`src/rtl/edc_pkg.sv`:
```
// Shared constants, types and helpers for the (40,32) SECDED engine.
package edc_pkg;

    localparam int DATA_W  = 32;
    localparam int CHECK_W = 8;

    // Parity check matrix rows, row 7 first; MSB of each row is data bit 31.
    localparam logic [DATA_W-1:0] H_ROW7 = 32'hAAAAC0C0;
    localparam logic [DATA_W-1:0] H_ROW6 = 32'h55553030;
    localparam logic [DATA_W-1:0] H_ROW5 = 32'hFF000C0C;
    localparam logic [DATA_W-1:0] H_ROW4 = 32'h00FF0303;
    localparam logic [DATA_W-1:0] H_ROW3 = 32'hC0C0FF00;
    localparam logic [DATA_W-1:0] H_ROW2 = 32'h303000FF;
    localparam logic [DATA_W-1:0] H_ROW1 = 32'h0C0CAAAA;
    localparam logic [DATA_W-1:0] H_ROW0 = 32'h03035555;

    localparam logic [CHECK_W-1:0][DATA_W-1:0] H_ROWS =
        {H_ROW7, H_ROW6, H_ROW5, H_ROW4, H_ROW3, H_ROW2, H_ROW1, H_ROW0};

    typedef enum logic [1:0] {
        NONE      = 2'd0,
        SEC_DATA  = 2'd1,
        SEC_CHECK = 2'd2,
        DED       = 2'd3
    } dec_result_e;

    // Syndrome pattern produced by a flip of data bit j (always weight 3).
    function automatic logic [CHECK_W-1:0] h_column(input logic [4:0] j);
        logic [CHECK_W-1:0] col;
        for (int r = 0; r < CHECK_W; r++) begin
            col[r] = H_ROWS[r][j];
        end
        return col;
    endfunction

    // Check byte of one 32-bit lane: per-row parity of the masked data.
    function automatic logic [CHECK_W-1:0] gen_check(input logic [DATA_W-1:0] data);
        logic [CHECK_W-1:0] chk;
        for (int r = 0; r < CHECK_W; r++) begin
            chk[r] = ^(H_ROWS[r] & data);
        end
        return chk;
    endfunction

    // Number of set bits in a syndrome byte.
    function automatic logic [3:0] check_weight(input logic [CHECK_W-1:0] v);
        logic [3:0] w;
        w = 4'd0;
        for (int i = 0; i < CHECK_W; i++) begin
            w = w + {3'd0, v[i]};
        end
        return w;
    endfunction

endpackage

```
`src/rtl/edc_secded_pipe_lane.sv`:
```
// One 32-bit lane: syndrome generation (front half) and decode/correct (back half).
// The halves are separate so the top can place a register between them.
module edc_lane_decode
    import edc_pkg::*;
(
    input  logic [DATA_W-1:0]  syn_data,
    input  logic [CHECK_W-1:0] syn_ecc,
    input  logic               syn_write,
    output logic [CHECK_W-1:0] syndrome,
    input  logic [DATA_W-1:0]  cor_data,
    input  logic [CHECK_W-1:0] cor_syndrome,
    output logic [DATA_W-1:0]  fixed_data,
    output logic [CHECK_W-1:0] fixed_ecc,
    output logic               sec,
    output logic               ded
);

    dec_result_e        result_s;
    logic [DATA_W-1:0]  flip_s;
    logic [3:0]         weight_s;

    // Write beats carry a zero syndrome so the decode half passes them untouched.
    always_comb begin
        syndrome = 8'd0;
        if (syn_write) begin
            syndrome = 8'd0;
        end else begin
            syndrome = gen_check(syn_data) ^ syn_ecc;
        end
    end

    // Mark the data bit whose column equals the syndrome (at most one, columns are unique).
    always_comb begin
        flip_s = 32'd0;
        for (int j = 0; j < DATA_W; j++) begin
            flip_s[j] = (cor_syndrome == h_column(5'(j)));
        end
    end

    // Classify the syndrome.
    always_comb begin
        result_s = NONE;
        weight_s = check_weight(cor_syndrome);
        if (cor_syndrome == 8'd0) begin
            result_s = NONE;
        end else if (weight_s == 4'd1) begin
            result_s = SEC_CHECK;
        end else if (!weight_s[0]) begin
            result_s = DED;
        end else if (|flip_s) begin
            result_s = SEC_DATA;
        end else begin
            result_s = DED;
        end
    end

    // Flags from the decode result.
    always_comb begin
        sec = 1'b0;
        ded = 1'b0;
        case (result_s)
            SEC_DATA, SEC_CHECK: sec = 1'b1;
            DED:                 ded = 1'b1;
            NONE:                sec = 1'b0;
            default: begin
                sec = 1'b0;
                ded = 1'b0;
            end
        endcase
    end

    // flip_s is non-zero only for a data-bit match, so no extra gating is needed.
    assign fixed_data = cor_data ^ flip_s;
    assign fixed_ecc  = gen_check(fixed_data);

endmodule

```
`src/rtl/edc_secded_pipe.sv`:
```
// Pipelined multi-lane SECDED encode/check engine with valid/ready and error counters.
module edc_secded_pipe
    import edc_pkg::*;
#(
    parameter int LANES       = 1,
    parameter int PIPE_STAGES = 1,
    parameter int CNT_WIDTH   = 16
) (
    input  logic                         i_clk,
    input  logic                         i_rst,
    input  logic                         i_valid,
    output logic                         o_ready,
    input  logic                         i_write,
    input  logic [DATA_W*LANES-1:0]      i_data,
    input  logic [CHECK_W*LANES-1:0]     i_ecc,
    output logic                         o_valid,
    input  logic                         i_ready,
    output logic [DATA_W*LANES-1:0]      o_data,
    output logic [CHECK_W*LANES-1:0]     o_ecc,
    output logic [CHECK_W*LANES-1:0]     o_syndrome,
    output logic [LANES-1:0]             o_sec,
    output logic [LANES-1:0]             o_ded,
    input  logic                         i_cnt_clr,
    output logic [CNT_WIDTH-1:0]         o_sec_cnt,
    output logic [CNT_WIDTH-1:0]         o_ded_cnt
);

    localparam int DW    = DATA_W * LANES;
    localparam int CW    = CHECK_W * LANES;
    localparam int SUM_W = CNT_WIDTH + 4;
    localparam logic [CNT_WIDTH-1:0] CNT_MAX = {CNT_WIDTH{1'b1}};

    logic                 advance_s;
    logic                 xfer_s;
    logic                 stage_valid_s;
    logic [CW-1:0]        gen_syn_s;
    logic [DW-1:0]        cor_data_s;
    logic [CW-1:0]        cor_syn_s;
    logic [DW-1:0]        fix_data_s;
    logic [CW-1:0]        fix_ecc_s;
    logic [LANES-1:0]     fix_sec_s;
    logic [LANES-1:0]     fix_ded_s;
    logic [SUM_W-1:0]     sec_sum_s;
    logic [SUM_W-1:0]     ded_sum_s;
    logic [CNT_WIDTH-1:0] sec_next_s;
    logic [CNT_WIDTH-1:0] ded_next_s;
    logic [CNT_WIDTH-1:0] sec_cnt_r;
    logic [CNT_WIDTH-1:0] ded_cnt_r;

    // Whole pipeline moves together; a stalled output freezes every stage.
    assign advance_s = ~o_valid | i_ready;
    assign o_ready   = advance_s;
    assign xfer_s    = o_valid & i_ready;

    genvar gl;
    generate
        for (gl = 0; gl < LANES; gl++) begin : g_lane
            edc_lane_decode u_lane (
                .syn_data     (i_data[gl*DATA_W +: DATA_W]),
                .syn_ecc      (i_ecc[gl*CHECK_W +: CHECK_W]),
                .syn_write    (i_write),
                .syndrome     (gen_syn_s[gl*CHECK_W +: CHECK_W]),
                .cor_data     (cor_data_s[gl*DATA_W +: DATA_W]),
                .cor_syndrome (cor_syn_s[gl*CHECK_W +: CHECK_W]),
                .fixed_data   (fix_data_s[gl*DATA_W +: DATA_W]),
                .fixed_ecc    (fix_ecc_s[gl*CHECK_W +: CHECK_W]),
                .sec          (fix_sec_s[gl]),
                .ded          (fix_ded_s[gl])
            );
        end

        if (PIPE_STAGES == 2) begin : g_two_stage
            logic          s1_valid_r;
            logic [DW-1:0] s1_data_r;
            logic [CW-1:0] s1_syn_r;

            // Stage 1 register: raw data plus syndrome, decoded in the output stage.
            always_ff @(posedge i_clk or posedge i_rst) begin
                if (i_rst) begin
                    s1_valid_r <= 1'b0;
                    s1_data_r  <= '0;
                    s1_syn_r   <= '0;
                end else if (advance_s) begin
                    s1_valid_r <= i_valid;
                    s1_data_r  <= i_data;
                    s1_syn_r   <= gen_syn_s;
                end
            end

            assign stage_valid_s = s1_valid_r;
            assign cor_data_s    = s1_data_r;
            assign cor_syn_s     = s1_syn_r;
        end else begin : g_one_stage
            assign stage_valid_s = i_valid;
            assign cor_data_s    = i_data;
            assign cor_syn_s     = gen_syn_s;
        end
    endgenerate

    // Output stage register; bubbles leave the previous payload in place.
    always_ff @(posedge i_clk or posedge i_rst) begin
        if (i_rst) begin
            o_valid    <= 1'b0;
            o_data     <= '0;
            o_ecc      <= '0;
            o_syndrome <= '0;
            o_sec      <= '0;
            o_ded      <= '0;
        end else if (advance_s) begin
            o_valid <= stage_valid_s;
            if (stage_valid_s) begin
                o_data     <= fix_data_s;
                o_ecc      <= fix_ecc_s;
                o_syndrome <= cor_syn_s;
                o_sec      <= fix_sec_s;
                o_ded      <= fix_ded_s;
            end
        end
    end

    // Saturating next values: add the flag popcounts in a wider sum, then clamp.
    always_comb begin
        sec_sum_s = {4'd0, sec_cnt_r};
        ded_sum_s = {4'd0, ded_cnt_r};
        for (int l = 0; l < LANES; l++) begin
            sec_sum_s = sec_sum_s + {{(SUM_W-1){1'b0}}, o_sec[l]};
            ded_sum_s = ded_sum_s + {{(SUM_W-1){1'b0}}, o_ded[l]};
        end
        if (sec_sum_s > {4'd0, CNT_MAX}) begin
            sec_next_s = CNT_MAX;
        end else begin
            sec_next_s = sec_sum_s[CNT_WIDTH-1:0];
        end
        if (ded_sum_s > {4'd0, CNT_MAX}) begin
            ded_next_s = CNT_MAX;
        end else begin
            ded_next_s = ded_sum_s[CNT_WIDTH-1:0];
        end
    end

    // Error counters; clear wins over a same-cycle transfer.
    always_ff @(posedge i_clk or posedge i_rst) begin
        if (i_rst) begin
            sec_cnt_r <= '0;
            ded_cnt_r <= '0;
        end else if (i_cnt_clr) begin
            sec_cnt_r <= '0;
            ded_cnt_r <= '0;
        end else if (xfer_s) begin
            sec_cnt_r <= sec_next_s;
            ded_cnt_r <= ded_next_s;
        end
    end

    assign o_sec_cnt = sec_cnt_r;
    assign o_ded_cnt = ded_cnt_r;

endmodule

```
`config.mk`:
```
export PLATFORM = sky130hd
export DESIGN_NAME = edc_secded_pipe
export DESIGN_NICKNAME = d
export VERILOG_FILES = /design/src/rtl/edc_pkg.sv /design/src/rtl/edc_secded_pipe_lane.sv /design/src/rtl/edc_secded_pipe.sv
export SDC_FILE = /design/constraint.sdc
export NUM_CORES = 1
export LEC_CHECK = 0
export CAP_MARGIN = 10
export CORE_UTILIZATION = 45
export DETAILED_ROUTE_END_ITERATION = 8
export GPL_TIMING_DRIVEN = 0
export PLACE_DENSITY = 0.71
export REMOVE_ABC_BUFFERS = 1
export SETUP_SLACK_MARGIN = 0.15
export SYNTH_ARGS = -nofsm -noshare
export SYNTH_HDL_FRONTEND = slang
export SYNTH_SLANG_ARGS = --single-unit
```
`constraint.sdc`:
```
create_clock -name i_clk -period 3.78 [get_ports i_clk]
set_clock_uncertainty 0.15 [all_clocks]
set_input_delay 0.945 -clock i_clk [delete_from_list [all_inputs] [get_ports i_clk]]
set_output_delay 0.945 -clock i_clk [all_outputs]
set_load 0.01 [all_outputs]
```
Word level (Yosys, flattened, before mapping)
Index checks and enable logic that the tools add are counted.
{"block": "word_totals", "elab_cells": 94, "ff_bits": 83, "inputBits": 46, "out_inout_bits": 84}
{"block": "op_classes", "n_reduce_logical": 21, "muxes": 13, "add_sub_neg": 9, "bitwise": 5, "order_cmp": 2, "eq_ne": 36}
{"operator": "32-bit XOR reduction", "count": 16}
{"operator": "8-bit by 7-bit equality test with 1-bit output (second input constant)", "count": 12}
{"operator": "8-bit equality test (second input constant)", "count": 12}
{"operator": "16-bit two-way mux", "count": 6}
{"operator": "16-bit by 1-bit adder with 17-bit output", "count": 2}
{"operator": "17-bit by 16-bit greater-than comparator with 1-bit output (second input constant)", "count": 2}
{"operator": "8-bit by 5-bit equality test with 1-bit output (second input constant)", "count": 4}
{"operator": "8-bit by 6-bit equality test with 1-bit output (second input constant)", "count": 4}
{"operator": "32-bit OR reduction", "count": 1}
{"operator": "32-bit bitwise XOR", "count": 1}
{"operator": "4-bit by 1-bit adder with 4-bit output", "count": 6}
{"operator": "8-bit logical NOT", "count": 1}
{"operator": "2-bit two-way mux", "count": 4}
{"operator": "8-bit two-way mux", "count": 1}
{"operator": "8-bit bitwise XOR", "count": 1}
{"operator": "2-bit equality test (second input constant)", "count": 2}
{"operator": "4-bit by 1-bit equality test with 1-bit output (second input constant)", "count": 1}
{"operator": "1-bit by 1-bit adder with 2-bit output", "count": 1}
{"operator": "2-bit by 1-bit equality test with 1-bit output (second input constant)", "count": 1}
{"operator": "1-bit two-way mux", "count": 2}
{"operator": "2-bit AND reduction", "count": 1}
{"operator": "2-bit nonzero test", "count": 1}
{"operator": "2-bit OR reduction", "count": 1}
{"operator": "1-bit bitwise AND", "count": 1}
{"operator": "other kinds (2)", "count": 2}

Logic depth before layout (Yosys ltp)
{"block": "logic_depth", "word_depth": 16, "mapped_depth": 20, "depth_no_buf": 20}

Cells and area by module
From an unflattened synthesis, not the netlist that was laid out.
{"block": "hier_totals", "hier_cells": 653, "hier_area_um2": 6656.4}
{"module": "edc_secded_pipe", "cells_per_inst": 318, "area_per_inst_um2": 3839.9, "seq_area_each_um2": 2077.0, "n_inst": 1}
{"module": "edc_lane_decode", "cells_per_inst": 335, "area_per_inst_um2": 2816.5, "seq_area_each_um2": 0.0, "n_inst": 1}

Worst setup path before layout
Ideal clock, no wire load.
{"block": "synth_path", "kind": "input-to-reg", "start": "input port i_data[0]", "end": "register o_sec", "stages": 17, "setup_time_ns": 0.125, "arrival_ns": 4.639, "slack_ns": -1.134, "required_time_ns": 3.505, "path_buffers": 0, "cell_sequence": "xnor3_1 xnor2_1 xnor3_1 and2_2 inv_1 fa_1 fa_1 inv_1 fa_1 inv_1 fa_1 inv_1 o21ai_0 nand2_1 a31oi_1 ha_1 mux2_2"}
{"block": "synth_between", "elab_chain_cells": 16, "elab_cells_between_ends": 55, "cone_classes": "add/sub: 7; eq/ne: 35; mux: 6; bitwise: 1; reduce/logical: 6"}
{"item": "start: declaration", "line_no": "edc_secded_pipe.sv:14", "rtl": "input logic [DATA_W*LANES-1:0] i_data,"}
{"item": "32-bit XOR reduction", "line_no": "edc_pkg.sv:40", "rtl": "chk[r] = ^(H_ROWS[r] & data);"}
{"item": "8-bit bitwise XOR (*)", "line_no": "edc_secded_pipe_lane.sv:28", "rtl": "syndrome = gen_check(syn_data) ^ syn_ecc;"}
{"item": "8-bit two-way mux (*)", "line_no": "edc_secded_pipe_lane.sv:25", "rtl": "if (syn_write) begin"}
{"item": "1-bit by 1-bit adder with 2-bit output", "line_no": "edc_pkg.sv:50", "rtl": "w = w + {3'd0, v[i]};"}
{"item": "4-bit by 1-bit adder with 4-bit output (6 in a row)", "line_no": "edc_pkg.sv:50"}
{"item": "4-bit by 1-bit equality test with 1-bit output / 2-bit two-way mux (equally long branches)", "line_no": "edc_secded_pipe_lane.sv:46, edc_secded_pipe_lane.sv:48"}
{"item": "2-bit two-way mux", "line_no": "edc_secded_pipe_lane.sv:46", "rtl": "end else if (weight_s == 4'd1) begin"}
{"item": "2-bit two-way mux (*)", "line_no": "edc_secded_pipe_lane.sv:44", "rtl": "if (cor_syndrome == 8'd0) begin"}
{"item": "2-bit by 1-bit equality test with 1-bit output / 2-bit equality test (equally long branches)", "line_no": "edc_secded_pipe_lane.sv:61", "rtl": "case (result_s)"}
{"item": "2-bit OR reduction (*)", "line_no": "edc_secded_pipe_lane.sv:61"}
{"item": "1-bit two-way mux (*)", "line_no": "edc_secded_pipe_lane.sv:61"}
{"item": "net fix_sec_s", "line_no": "edc_secded_pipe.sv:41", "rtl": "logic [LANES-1:0] fix_sec_s;"}
{"item": "end signal: assignment", "line_no": "edc_secded_pipe.sv:115", "rtl": "o_sec <= fix_sec_s;"}
{"item": "end: declaration", "line_no": "edc_secded_pipe.sv:21", "rtl": "output logic [LANES-1:0] o_sec,"}
Mark *: on every way through the listed nets, which the timed path passes. The rest lies on a longest branch.
A chain may end at the register's enable or synchronous reset.

Worst setup path after layout
{"block": "layout_path", "start": "input port i_data[8]", "end": "register o_sec"}
The elaborated chain is that of the path after synthesis.

==> metrics.txt <==
status=complete, but fails checks; clk root buf=clkbuf_16; Filler cells=1,040; Max Slew Vio Count=0; core area=13,200 um^2; failing checks=setup timing; endpoints failing hold=0; worst-path maximum fanout=2; Cell Rows=42; hpwl dp=11.6 mm; Simple-Gate Fraction of Synth Area=17.7%; Synth warnings=0; XOR/XNOR Fraction of Synth Area=28.4%; RSZ-0062 raised after global routing=yes; crit end category=flip-flop; Clock Latency Late Sink=0.35 ns; GRT overflow=0; min-delay src=o_ecc[3]; largest family of logic cells by synthesized area=XOR/XNOR gates; syn_area_per_cell=9.86 um^2; maximum VDD drop=0.310 mV; R2R Path Start=o_ded_cnt[4]; io pins=130; Setup CP Type=in -> reg; Compound-Gate Fraction of Synth Area=11.0%; diodes inserted=0; Final Core Density=64.7%; adder-cell share of the synthesized area=3.57%; Seq/Total Area, Yosys=34.1%; GRT Total Usage=24.8%; r2r worst-path depth=9; largest net degree at the start of global routing=66; Slew @ Worst Pin=1.22 ns; Post-Syn Instances=618; Clock transition at path regs=0.06 ns; Die Wd=118 um; hold_buf cts=0; Tightest Hold Check Type=reg -> reg; pwr dens=513 nW/um^2; vias in the first global route=5,097; initial antenna violation count=0; CTS Buf Count=9; post-layout instance area=8560 um^2; Final TNS setup=-6.46 ns; Initial Util=46.0%; I/O Buffers=129; Worst Setup SP=i_data[8]; reg2reg setup slack=0.85 ns; first-pass GRT wire length=26.9 mm; CP startpoint kind=input port; Final Cycle Share=128%; CTS H-tree depth=3; Sequential Area=2080 um^2; Vias/cell=5.51; share of layout cells above drive strength 1=24.8%; Total Die Area=14,000 um^2; hold slack=0.331 ns; Req. time, crit path=3.87 ns; 1st-iter DRT viols=401; Max-cap violations=0; CTS tree=built; Clock Tree Buf Depth=2; number of synthesized register bits=83; Worst EP arrival=4.92 ns; ys async rst share=100%; Routed WL=17.5 mm; Placer Congestion=0.923; placed cell area=7510 um^2; FMAX=207 MHz; CP endpoint=o_sec; Post-synth EDFFs=0; # nets final=835; Netlist cell types=53; Post-Syn Area=6090 um^2; Area Growth Syn to Fin=40.6%; final setup margin=-1.05 ns; Most used DFF post-synth=dfrtp_1; final setup violation count=10; DRC errors left=0; antenna-violating nets left=0; Multi-input gate area=4250 um^2; Wirelength per Cell=18.3 um; Tmin final=4.83 ns; R2R Path End=o_ded_cnt[5]; Detailed Routing Iterations Pass 1=4; clock sink total=83; die height=118 um; slew margin rel.=18.6%; post-synthesis mux area share=1.60%; Pleak=3.56 nW; DR vias=5,262
cell type report:
| class | instances | area share, % |
|---|---|---|
| clock buffers | 12 | 2.76 |
| repair buffers | 174 | 19.3 |
| clock inverters | 4 | 0.599 |
| well taps | 176 | 2.57 |
| inverters | 20 | 0.979 |
| multi-input cells | 486 | 49.6 |
| flip-flops and latches | 83 | 24.3 |
worst min path at each step:
stage	endpoint	slack, ns	depth (start not counted)
2_1_floorplan	o_data[0]	0.37	2
3_3_place_gp	o_data[0]	0.31	2
3_5_place_dp	o_data[20]	0.32	2
4_1_cts	o_data[20]	0.34	2
5_1_grt	o_syndrome[6]	0.37	2
6_report	o_ecc[3]	0.33	2
worst max-delay path, cell delays in order:
cell	delay (ns)
buf_12	0.11
buf_4	0.14
xnor2_1	0.31
xnor2_2	0.19
xnor3_2	0.39
and2_4	0.19
inv_4	0.06
fa_1	0.44
fa_1	0.46
inv_2	0.07
fa_2	0.20
inv_2	0.04
fa_2	0.35
inv_2	0.10
nand3_2	0.09
o21ai_2	0.09
nand2_2	0.07
a31oi_2	0.16
ha_1	0.25
mux2_4	0.26
kinds of logic after synthesis:
family,Yosys count
xor+xnor,149
buf+inv,49
simple gates,198
compound gates,115
mux,9
flops,83
fa+ha+maj,15
cell usage after synthesis (2+ instances only):
| cell | count | area [um^2] |
|---|---|---|
| a211oi_1 | 15 | 113 |
| a21oi_1 | 17 | 85.1 |
| a311oi_1 | 2 | 17.5 |
| a31oi_1 | 6 | 37.5 |
| and2_1 | 4 | 25.0 |
| and3_1 | 8 | 50.1 |
| and4_1 | 2 | 17.5 |
| buf_2 | 2 | 10.0 |
| buf_6 | 5 | 56.3 |
| clkbuf_1 | 22 | 82.6 |
| dfrtp_1 | 83 | 2080 |
| fa_1 | 4 | 80.1 |
| ha_1 | 11 | 138 |
| inv_1 | 19 | 71.3 |
| mux2_2 | 6 | 67.6 |
| mux2i_1 | 3 | 30.0 |
| nand2_1 | 64 | 240 |
| nand2b_1 | 3 | 18.8 |
| nand3_1 | 41 | 205 |
| nand3_2 | 4 | 40.0 |
| nand4_1 | 12 | 75.1 |
| nor2_1 | 37 | 139 |
| nor3_1 | 9 | 45.0 |
| nor3b_4 | 2 | 37.5 |
| nor4b_2 | 2 | 30.0 |
| nor4b_4 | 4 | 95.1 |
| o2111a_1 | 2 | 22.5 |
| o21ai_0 | 59 | 295 |
| o21ai_1 | 4 | 20.0 |
| o22ai_1 | 2 | 12.5 |
| xnor2_1 | 83 | 727 |
| xnor2_2 | 8 | 130 |
| xnor3_1 | 17 | 383 |
| xnor3_2 | 2 | 47.6 |
| xor2_1 | 28 | 245 |
| xor2_2 | 9 | 146 |
layer usage:
metal  part of all wire [%]  track usage, %
met5                      0               0
met4                    2.6            9.38
met3                    5.0            4.15
met2                     50            41.9
met1                     42            31.7
report_power, final:
group / leakage (nW) / internal (mW) / switching (mW)
Clock: 0.137 / 0.513 / 0.370
Sequential: 1.07 / 1.03 / 0.0887
Combinational: 2.35 / 1.22 / 1.17
Total: 3.56 / 2.76 / 1.63
through the flow:
stage	power, mW	setup slack, ns	std cells
4_1_cts	4.18	-0.964	940
3_5_place_dp	3.01	-2.14	896
5_1_grt	4.62	-1.13	955
2_1_floorplan	2.36	-1.14	589
3_3_place_gp	2.95	-2.04	894
6_report	4.39	-1.05	955
layout by cell type (no fill, tap or decap), types with 5 or more instances in the layout:
cell	instances
buf_4	46
xnor2_4	7
clkbuf_16	9
mux2_2	5
nor3_1	9
nor4b_4	5
nor2_1	35
a211oi_1	15
ha_1	9
buf_2	9
inv_2	5
o21ai_0	56
dfrtp_1	83
xor2_2	24
a21oi_1	17
dlygate4sd2_1	5
xor2_1	13
nand3_2	7
xnor2_2	21
nand4_1	12
nand2_1	61
xnor2_1	63
inv_1	12
buf_6	13
a31oi_1	5
xnor3_2	6
xnor3_1	13
nand3_1	38
clkdlybuf4s50_1	93
and3_1	8
what timing repair did:
item,CTS,global route
setup buffers,28,15
gates resized for setup,209,34
pin swaps,42,27
setup endpoints to repair,42,34
registers in the layout, indices dropped and copies added, names as in the netlist:
name,flops
o_ecc,8
o_sec_cnt,16
o_syndrome,8
o_sec,1
o_ded,1
o_ded_cnt,16
o_data,32
o_valid,1
(Power assumes the default switching activity.)
